$ cat src/rtl/lsu_seq_if.sv
// rtl/lsu_seq_if.sv - req/ack data-memory port between the load/store sequencer and memory
interface lsu_seq_if;
   logic        o_mem_req;
   logic        o_mem_we;
   logic [31:0] o_mem_addr;
   logic [3:0]  o_mem_bmask;
   logic [31:0] o_mem_wdata;
   logic        i_mem_ack;
   logic [31:0] i_mem_rdata;

   modport master (
      output o_mem_req,
      output o_mem_we,
      output o_mem_addr,
      output o_mem_bmask,
      output o_mem_wdata,
      input  i_mem_ack,
      input  i_mem_rdata
   );

   modport slave (
      input  o_mem_req,
      input  o_mem_we,
      input  o_mem_addr,
      input  o_mem_bmask,
      input  o_mem_wdata,
      output i_mem_ack,
      output i_mem_rdata
   );
endinterface

$ cat src/rtl/lsu_seq.sv
// rtl/lsu_seq.sv - multi-cycle load/store sequencer with byte lanes, load extension and timeout
module lsu_seq #(
   parameter int TIMEOUT = 16
) (
   input  logic        i_clk,
   input  logic        i_rst,
   input  logic        i_rden,
   input  logic        i_mem_wren,
   input  logic [2:0]  i_ld_rewrite,
   input  logic [1:0]  i_st_rewrite,
   input  logic [31:0] i_addr,
   input  logic [31:0] i_st_data,
   output logic        o_stall,
   output logic [31:0] o_ld_data,
   output logic        o_ld_vld,
   output logic        o_err,
   output logic [1:0]  o_err_code,
   lsu_seq_if.master   mem
);

   localparam int CW = (TIMEOUT > 2) ? $clog2(TIMEOUT) : 1;
   localparam logic [CW-1:0] CNT_LAST = CW'(TIMEOUT - 1);

   typedef enum logic [1:0] {
      S_IDLE = 2'd0,
      S_REQ  = 2'd1,
      S_DONE = 2'd2,
      S_ERR  = 2'd3
   } state_t;

   state_t      state, state_nx;
   logic [1:0]  err_code_nx;

   logic [CW-1:0] cnt;
   logic          we_q;
   logic          is_load_q;
   logic [2:0]    ld_code_q;
   logic [1:0]    off_q;
   logic [31:0]   addr_q;
   logic [3:0]    bmask_q;
   logic [31:0]   wdata_q;
   logic [31:0]   ld_data_q;
   logic [1:0]    err_code_q;

   logic        st_go, ld_go, start, misal;
   logic [1:0]  size;
   logic [3:0]  bmask_d;
   logic [31:0] wdata_d;
   logic [31:0] ld_ext;
   logic [7:0]  rd_byte;
   logic [15:0] rd_half;

   // Decode of the start request; a store takes priority over a load.
   always_comb begin
      st_go = i_mem_wren && (i_st_rewrite != 2'd3);
      ld_go = i_rden && (i_ld_rewrite <= 3'd4);
      start = st_go || ld_go;
      size  = 2'd2;
      if (st_go) begin
         size = i_st_rewrite;
      end else begin
         case (i_ld_rewrite)
            3'd0, 3'd3: size = 2'd0;
            3'd1, 3'd4: size = 2'd1;
            default:    size = 2'd2;
         endcase
      end
      misal = ((size == 2'd1) && i_addr[0]) ||
              ((size == 2'd2) && (i_addr[1:0] != 2'b00));
   end

   always_comb begin
      bmask_d = 4'b1111;
      wdata_d = 32'd0;
      case (size)
         2'd0: bmask_d = 4'b0001 << i_addr[1:0];
         2'd1: bmask_d = 4'b0011 << i_addr[1:0];
         default: bmask_d = 4'b1111;
      endcase
      if (st_go) begin
         case (size)
            2'd0:    wdata_d = {4{i_st_data[7:0]}};
            2'd1:    wdata_d = {2{i_st_data[15:0]}};
            default: wdata_d = i_st_data;
         endcase
      end
   end

   // Lane selection uses the offset latched at start, not the live address.
   always_comb begin
      rd_byte = 8'd0;
      case (off_q)
         2'd0: rd_byte = mem.i_mem_rdata[7:0];
         2'd1: rd_byte = mem.i_mem_rdata[15:8];
         2'd2: rd_byte = mem.i_mem_rdata[23:16];
         default: rd_byte = mem.i_mem_rdata[31:24];
      endcase
      rd_half = off_q[1] ? mem.i_mem_rdata[31:16] : mem.i_mem_rdata[15:0];
      case (ld_code_q)
         3'd0:    ld_ext = {{24{rd_byte[7]}}, rd_byte};
         3'd1:    ld_ext = {{16{rd_half[15]}}, rd_half};
         3'd3:    ld_ext = {24'd0, rd_byte};
         3'd4:    ld_ext = {16'd0, rd_half};
         default: ld_ext = mem.i_mem_rdata;
      endcase
   end

   always_ff @(posedge i_clk) begin
      if (i_rst) begin
         state <= S_IDLE;
      end else begin
         state <= state_nx;
      end
   end

   always_comb begin
      state_nx    = state;
      err_code_nx = 2'b00;
      case (state)
         S_IDLE: begin
            if (start) begin
               if (misal) begin
                  state_nx    = S_ERR;
                  err_code_nx = 2'b01;
               end else begin
                  state_nx = S_REQ;
               end
            end
         end
         S_REQ: begin
            if (mem.i_mem_ack) begin
               state_nx = S_DONE;
            end else if (cnt == CNT_LAST) begin
               state_nx    = S_ERR;
               err_code_nx = 2'b10;
            end
         end
         S_DONE:  state_nx = S_IDLE;
         default: state_nx = S_IDLE;
      endcase
   end

   always_ff @(posedge i_clk) begin
      if (i_rst) begin
         cnt        <= '0;
         we_q       <= 1'b0;
         is_load_q  <= 1'b0;
         ld_code_q  <= 3'd5;
         off_q      <= 2'd0;
         addr_q     <= 32'd0;
         bmask_q    <= 4'd0;
         wdata_q    <= 32'd0;
         ld_data_q  <= 32'd0;
         err_code_q <= 2'b00;
      end else begin
         err_code_q <= err_code_nx;
         cnt        <= (state == S_REQ) ? cnt + 1'b1 : '0;
         if ((state == S_IDLE) && start && !misal) begin
            we_q      <= st_go;
            is_load_q <= !st_go;
            ld_code_q <= st_go ? 3'd5 : i_ld_rewrite;
            off_q     <= i_addr[1:0];
            addr_q    <= {i_addr[31:2], 2'b00};
            bmask_q   <= bmask_d;
            wdata_q   <= wdata_d;
         end
         if ((state == S_REQ) && mem.i_mem_ack && is_load_q) begin
            ld_data_q <= ld_ext;
         end
      end
   end

   assign o_stall          = ((state == S_IDLE) && start) || (state == S_REQ);
   assign mem.o_mem_req    = (state == S_REQ);
   assign mem.o_mem_we     = (state == S_REQ) && we_q;
   assign mem.o_mem_addr   = addr_q;
   assign mem.o_mem_bmask  = bmask_q;
   assign mem.o_mem_wdata  = wdata_q;
   assign o_ld_data        = ld_data_q;
   assign o_ld_vld         = (state == S_DONE) && is_load_q;
   assign o_err            = (state == S_ERR);
   assign o_err_code       = err_code_q;

endmodule

$ cat src/flat_wrapper.sv
// flat-port wrapper written by rule: the top's interface ports become plain ports
module lsu_seq_flat 
#(
   parameter int TIMEOUT = 16
)
  (i_clk, i_rst, i_rden, i_mem_wren, i_ld_rewrite, i_st_rewrite, i_addr, i_st_data, o_stall, o_ld_data, o_ld_vld, o_err, o_err_code, mem_o_mem_req, mem_o_mem_we, mem_o_mem_addr, mem_o_mem_bmask, mem_o_mem_wdata, mem_i_mem_ack, mem_i_mem_rdata);
  lsu_seq_if mem_i ();
  input  logic i_clk;
  input  logic i_rst;
  input  logic i_rden;
  input  logic i_mem_wren;
  input  logic [2:0] i_ld_rewrite;
  input  logic [1:0] i_st_rewrite;
  input  logic [31:0] i_addr;
  input  logic [31:0] i_st_data;
  output logic o_stall;
  output logic [31:0] o_ld_data;
  output logic o_ld_vld;
  output logic o_err;
  output logic [1:0] o_err_code;
  output wire logic [$bits(mem_i.o_mem_req)-1:0] mem_o_mem_req;
  output wire logic [$bits(mem_i.o_mem_we)-1:0] mem_o_mem_we;
  output wire logic [$bits(mem_i.o_mem_addr)-1:0] mem_o_mem_addr;
  output wire logic [$bits(mem_i.o_mem_bmask)-1:0] mem_o_mem_bmask;
  output wire logic [$bits(mem_i.o_mem_wdata)-1:0] mem_o_mem_wdata;
  input wire logic [$bits(mem_i.i_mem_ack)-1:0] mem_i_mem_ack;
  input wire logic [$bits(mem_i.i_mem_rdata)-1:0] mem_i_mem_rdata;
  assign mem_o_mem_req = mem_i.o_mem_req;
  assign mem_o_mem_we = mem_i.o_mem_we;
  assign mem_o_mem_addr = mem_i.o_mem_addr;
  assign mem_o_mem_bmask = mem_i.o_mem_bmask;
  assign mem_o_mem_wdata = mem_i.o_mem_wdata;
  assign mem_i.i_mem_ack = mem_i_mem_ack;
  assign mem_i.i_mem_rdata = mem_i_mem_rdata;
  lsu_seq #(.TIMEOUT(TIMEOUT)) u_core (.i_clk(i_clk), .i_rst(i_rst), .i_rden(i_rden), .i_mem_wren(i_mem_wren), .i_ld_rewrite(i_ld_rewrite), .i_st_rewrite(i_st_rewrite), .i_addr(i_addr), .i_st_data(i_st_data), .o_stall(o_stall), .o_ld_data(o_ld_data), .o_ld_vld(o_ld_vld), .o_err(o_err), .o_err_code(o_err_code), .mem(mem_i));
endmodule
$ cat config.mk
export PLATFORM = sky130hd
export DESIGN_NAME = lsu_seq_flat
export DESIGN_NICKNAME = d
export VERILOG_FILES = /design/src/rtl/lsu_seq_if.sv /design/src/rtl/lsu_seq.sv /design/src/flat_wrapper.sv
export SDC_FILE = /design/constraint.sdc
export NUM_CORES = 1
export LEC_CHECK = 0
export ABC_AREA = 0
export CORE_MARGIN = 10
export CORE_UTILIZATION = 43
export DETAILED_ROUTE_END_ITERATION = 16
export PLACE_DENSITY = 0.78
export SLEW_MARGIN = 30
export SYNTH_ARGS = -nofsm -noshare
export SYNTH_HDL_FRONTEND = slang
export SYNTH_SLANG_ARGS = --single-unit
$ cat constraint.sdc
create_clock -name i_clk -period 2.8 [get_ports i_clk]
set_input_delay 0.84 -clock i_clk [delete_from_list [all_inputs] [get_ports i_clk]]
set_output_delay 0.84 -clock i_clk [all_outputs]
set_load 0.1 [all_outputs]
==> results.yml <==
finish:
  syn_to_final_growth_pct: 54.4
  fin_nets: 910
  n_antenna_cell: 0
  drive_above_1_share_pct: 24.2
  finalInstanceArea_mm2: 0.00775
synth:
  synthTopCellsByArea: "dfxtp_1 45%, nand2_1 7.6%, a21oi_1 5.9%"
  synth.most_common_cell: "dfxtp_1"
  synth_edf_count: 0
  synth_area_mm2: 0.00502
  dominantRegCellSynth: "dfxtp_1"
  synth_cells: 584
  yosysWarnings: 0
  synth_top_area_share_pct: 45.0
  ys_seq_area_share_pct: 45.0
  ys_ff_latch: 113
  yosysTopAreaCell: "dfxtp_1"
  synth_common_cells: "113 x dfxtp_1, 102 x nand2_1, 59 x a21oi_1, 44 x nor2_1, 31 x o21ai_0"
  postSynthAreaPerCell_um2: 8.60
  synthArstFlopShare_pct: 0
  ys_types: 59
route:
  wl_per_cell_um: 19.2
  vias: 5346
  vias_per_cell: 5.59
  first_pass_iters: 7
  drt_iter0_markers: 610
  wirelength_um: 18400
  drc: 0
  ant_nets: 0
floorplan:
  die_h_um: 128
  start_util_pct: 44.0
  dieArea_mm2: 0.0164
  dieWidth_um: 128
  ios: 213
  core_mm2: 0.0114
  row_count: 39
global_route:
  antenna_found_initial: 0
  overflow: 0
  grt_pass1_vias: 5523
  use_met1_pct: 22.0
  grt_pass1_wl_um: 28300
  grt_max_degree: 34
  grtUsageMet2_pct: 36.1
  gr-usage-met3_pct: 10.5
  busiest_layer: "met2"
  grt_use_total_pct: 21.5
status:
  status: "finished, final reports clean"
timing:
  fin_ws_ns: 0.0597
  finalHoldViolCount: 0
  relSlewSlack_pct: 52.5
  setup_viol: 0
  max_slew.worst_pin.slew_ns: 0.711
  period_share_pct: 97.9
  max_clock_freq_ghz: 0.365
  fin_tns_setup_ns: 0
  min_period_ns: 2.74
  drv_slew: 0
  skew_ns: 0.00562
critical_path:
  start_kind: "input port"
  crit_chain: "clkdlybuf4s50_1 > a32oi_2 > nand2_1 > buf_12"
  cp.required_ns: 1.96
  cpPeakStageDelay_ns: 0.48
  crit_arrival_ns: 1.90
  critPathMaxFanout: 3
  cp-end-kind: "primary output"
  crit_path_top_delay_cell: "clkdlybuf4s50_1"
  crit_type: "in -> out"
clocking:
  clock_sinks: 113
  postCtsHoldBufs: 0
  cts-root-buf: "clkbuf_16"
  clock_path_buffers: 2
  clkSlewWorstSetupHoldPaths_ns: 0.05
  cts_tree: "built"
  cts_buffers: 17
  ctsHtreeMaxLevel: 4
  clk_latency_ns: 0.41
power:
  vdd_ir_drop_max_mv: 0.441
  power.density_mw_per_mm2: 699
  cellLeakagePower_nw: 3.17
placed_design:
  place_congestion: 0.876
  numPortBuffers: 210
  place_ws_ns: -0.149
  dpl_cell_area_mm2: 0.00716
  dp_hpwl_um: 13900
run:
  maxCapViolations: 0
worst_hold_path:
  hp-class: "reg -> reg"
through the flow:
step                std cells  hold slack, ns  total power [mW]  utilization, %
floorplan                 585           0.418              2.90               -
global placement          922           0.425              3.38            62.7
detailed placement        922           0.438              3.41            62.7
CTS                       957           0.448              5.44            67.9
global route              957           0.478              5.61            67.9
finish                    957           0.447              5.42            67.9
layer usage:
metal / vias to the layer above / wire length [µm]
li1: 2525 / -
met1: 2469 / 6710
met2: 304 / 8920
met3: 48 / 2190
met4: 0 / 537
met5: - / 0
kinds of logic after synthesis:
group                      count (synthesis)  synth area share (%)
AOI/OAI and AO/OA                        193                  26.7
xor gates and xnor gates                   6                  1.05
adders and majority gates                  1                 0.249
buffers and inverters                     65                  6.25
DFF                                      113                  45.0
muxes                                     21                  4.56
other                                      1                0.0746
and+or+nand+nor                          184                  16.1
final timing paths:
check | from | endpoint | slack, ns | cells past startpoint
max | i_rden | o_stall | 0.06 | 4
min | u_core.we_q$_SDFFE_PP0P_ | u_core.we_q$_SDFFE_PP0P_ | 0.45 | 1
max reg2reg | u_core.ld_code_q[0]$_SDFFE_PP1P_ | u_core.o_ld_data[4]$_SDFFE_PP0P_ | 0.65 | 5
min reg2reg | u_core.we_q$_SDFFE_PP0P_ | u_core.we_q$_SDFFE_PP0P_ | 0.45 | 1
area by class of cell:
type,count,area (µm²)
fillers,926,3660
multi-input cells,407,2470
flip-flops and latches,113,2260
repair buffers,250,2230
clock buffers,25,505
well taps,143,179
clock inverters,5,52.6
inverters,14,52.6
state kept, by name, indices dropped and copies added, names as in the netlist:
| name | cells |
|---|---|
| u_core.cnt | 4 |
| u_core.ld_code_q | 3 |
| u_core.off_q | 2 |
| u_core.o_ld_data | 32 |
| u_core.o_err_code | 2 |
| u_core.mem.o_mem_bmask | 4 |
| u_core.mem.o_mem_wdata | 32 |
| u_core.we_q | 1 |
| u_core.mem.o_mem_addr | 30 |
| u_core.is_load_q | 1 |
| u_core.state | 2 |
what timing repair did:
action,4_1_cts,5_1_grt
buffers inserted,5,0
setup endpoints to repair,1,1
pin swaps,3,0
gates resized for setup,7,1
hold endpoints to repair,0,0
worst max-delay path, delay by kind of cell:
kind,cells,cell delay (ns)
compound gates,1,0.26
buf+inv,2,0.67
simple gates,1,0.13
report_power, final:
| group | total (mW) | internal (mW) | switching (mW) |
|---|---|---|---|
| clock network | 2.03 | 1.32 | 0.708 |
| registers | 1.79 | 1.71 | 0.0734 |
| logic | 1.61 | 0.495 | 1.11 |
cells in the final DEF, fill, tap and decap left out, types with 5 or more instances in the layout:
cell type        netlist  layout
a2bb2oi_1              7       7
clkbuf_8               0       5
dfxtp_1              113     113
nand2b_1               7       7
a222oi_1               8       8
nor3_1                 8       8
buf_12                 0       8
o221ai_1               8       8
nand2_1              102     102
clkbuf_16              0      17
a21oi_1               59      59
mux2i_1               18      18
a31oi_1               10      10
a211oi_2               5       5
xor2_1                 5       5
clkdlybuf4s50_1        0      98
a211oi_1              14      14
buf_4                  8     138
o21ai_0               31      29
a22o_1                 9       9
o2bb2ai_1              8       8
nor2_1                44      44
o32ai_1                9       9
dlygate4sd2_1          0       6
inv_1                 14      14
o22ai_1                8       8
(Power assumes the default switching activity.)
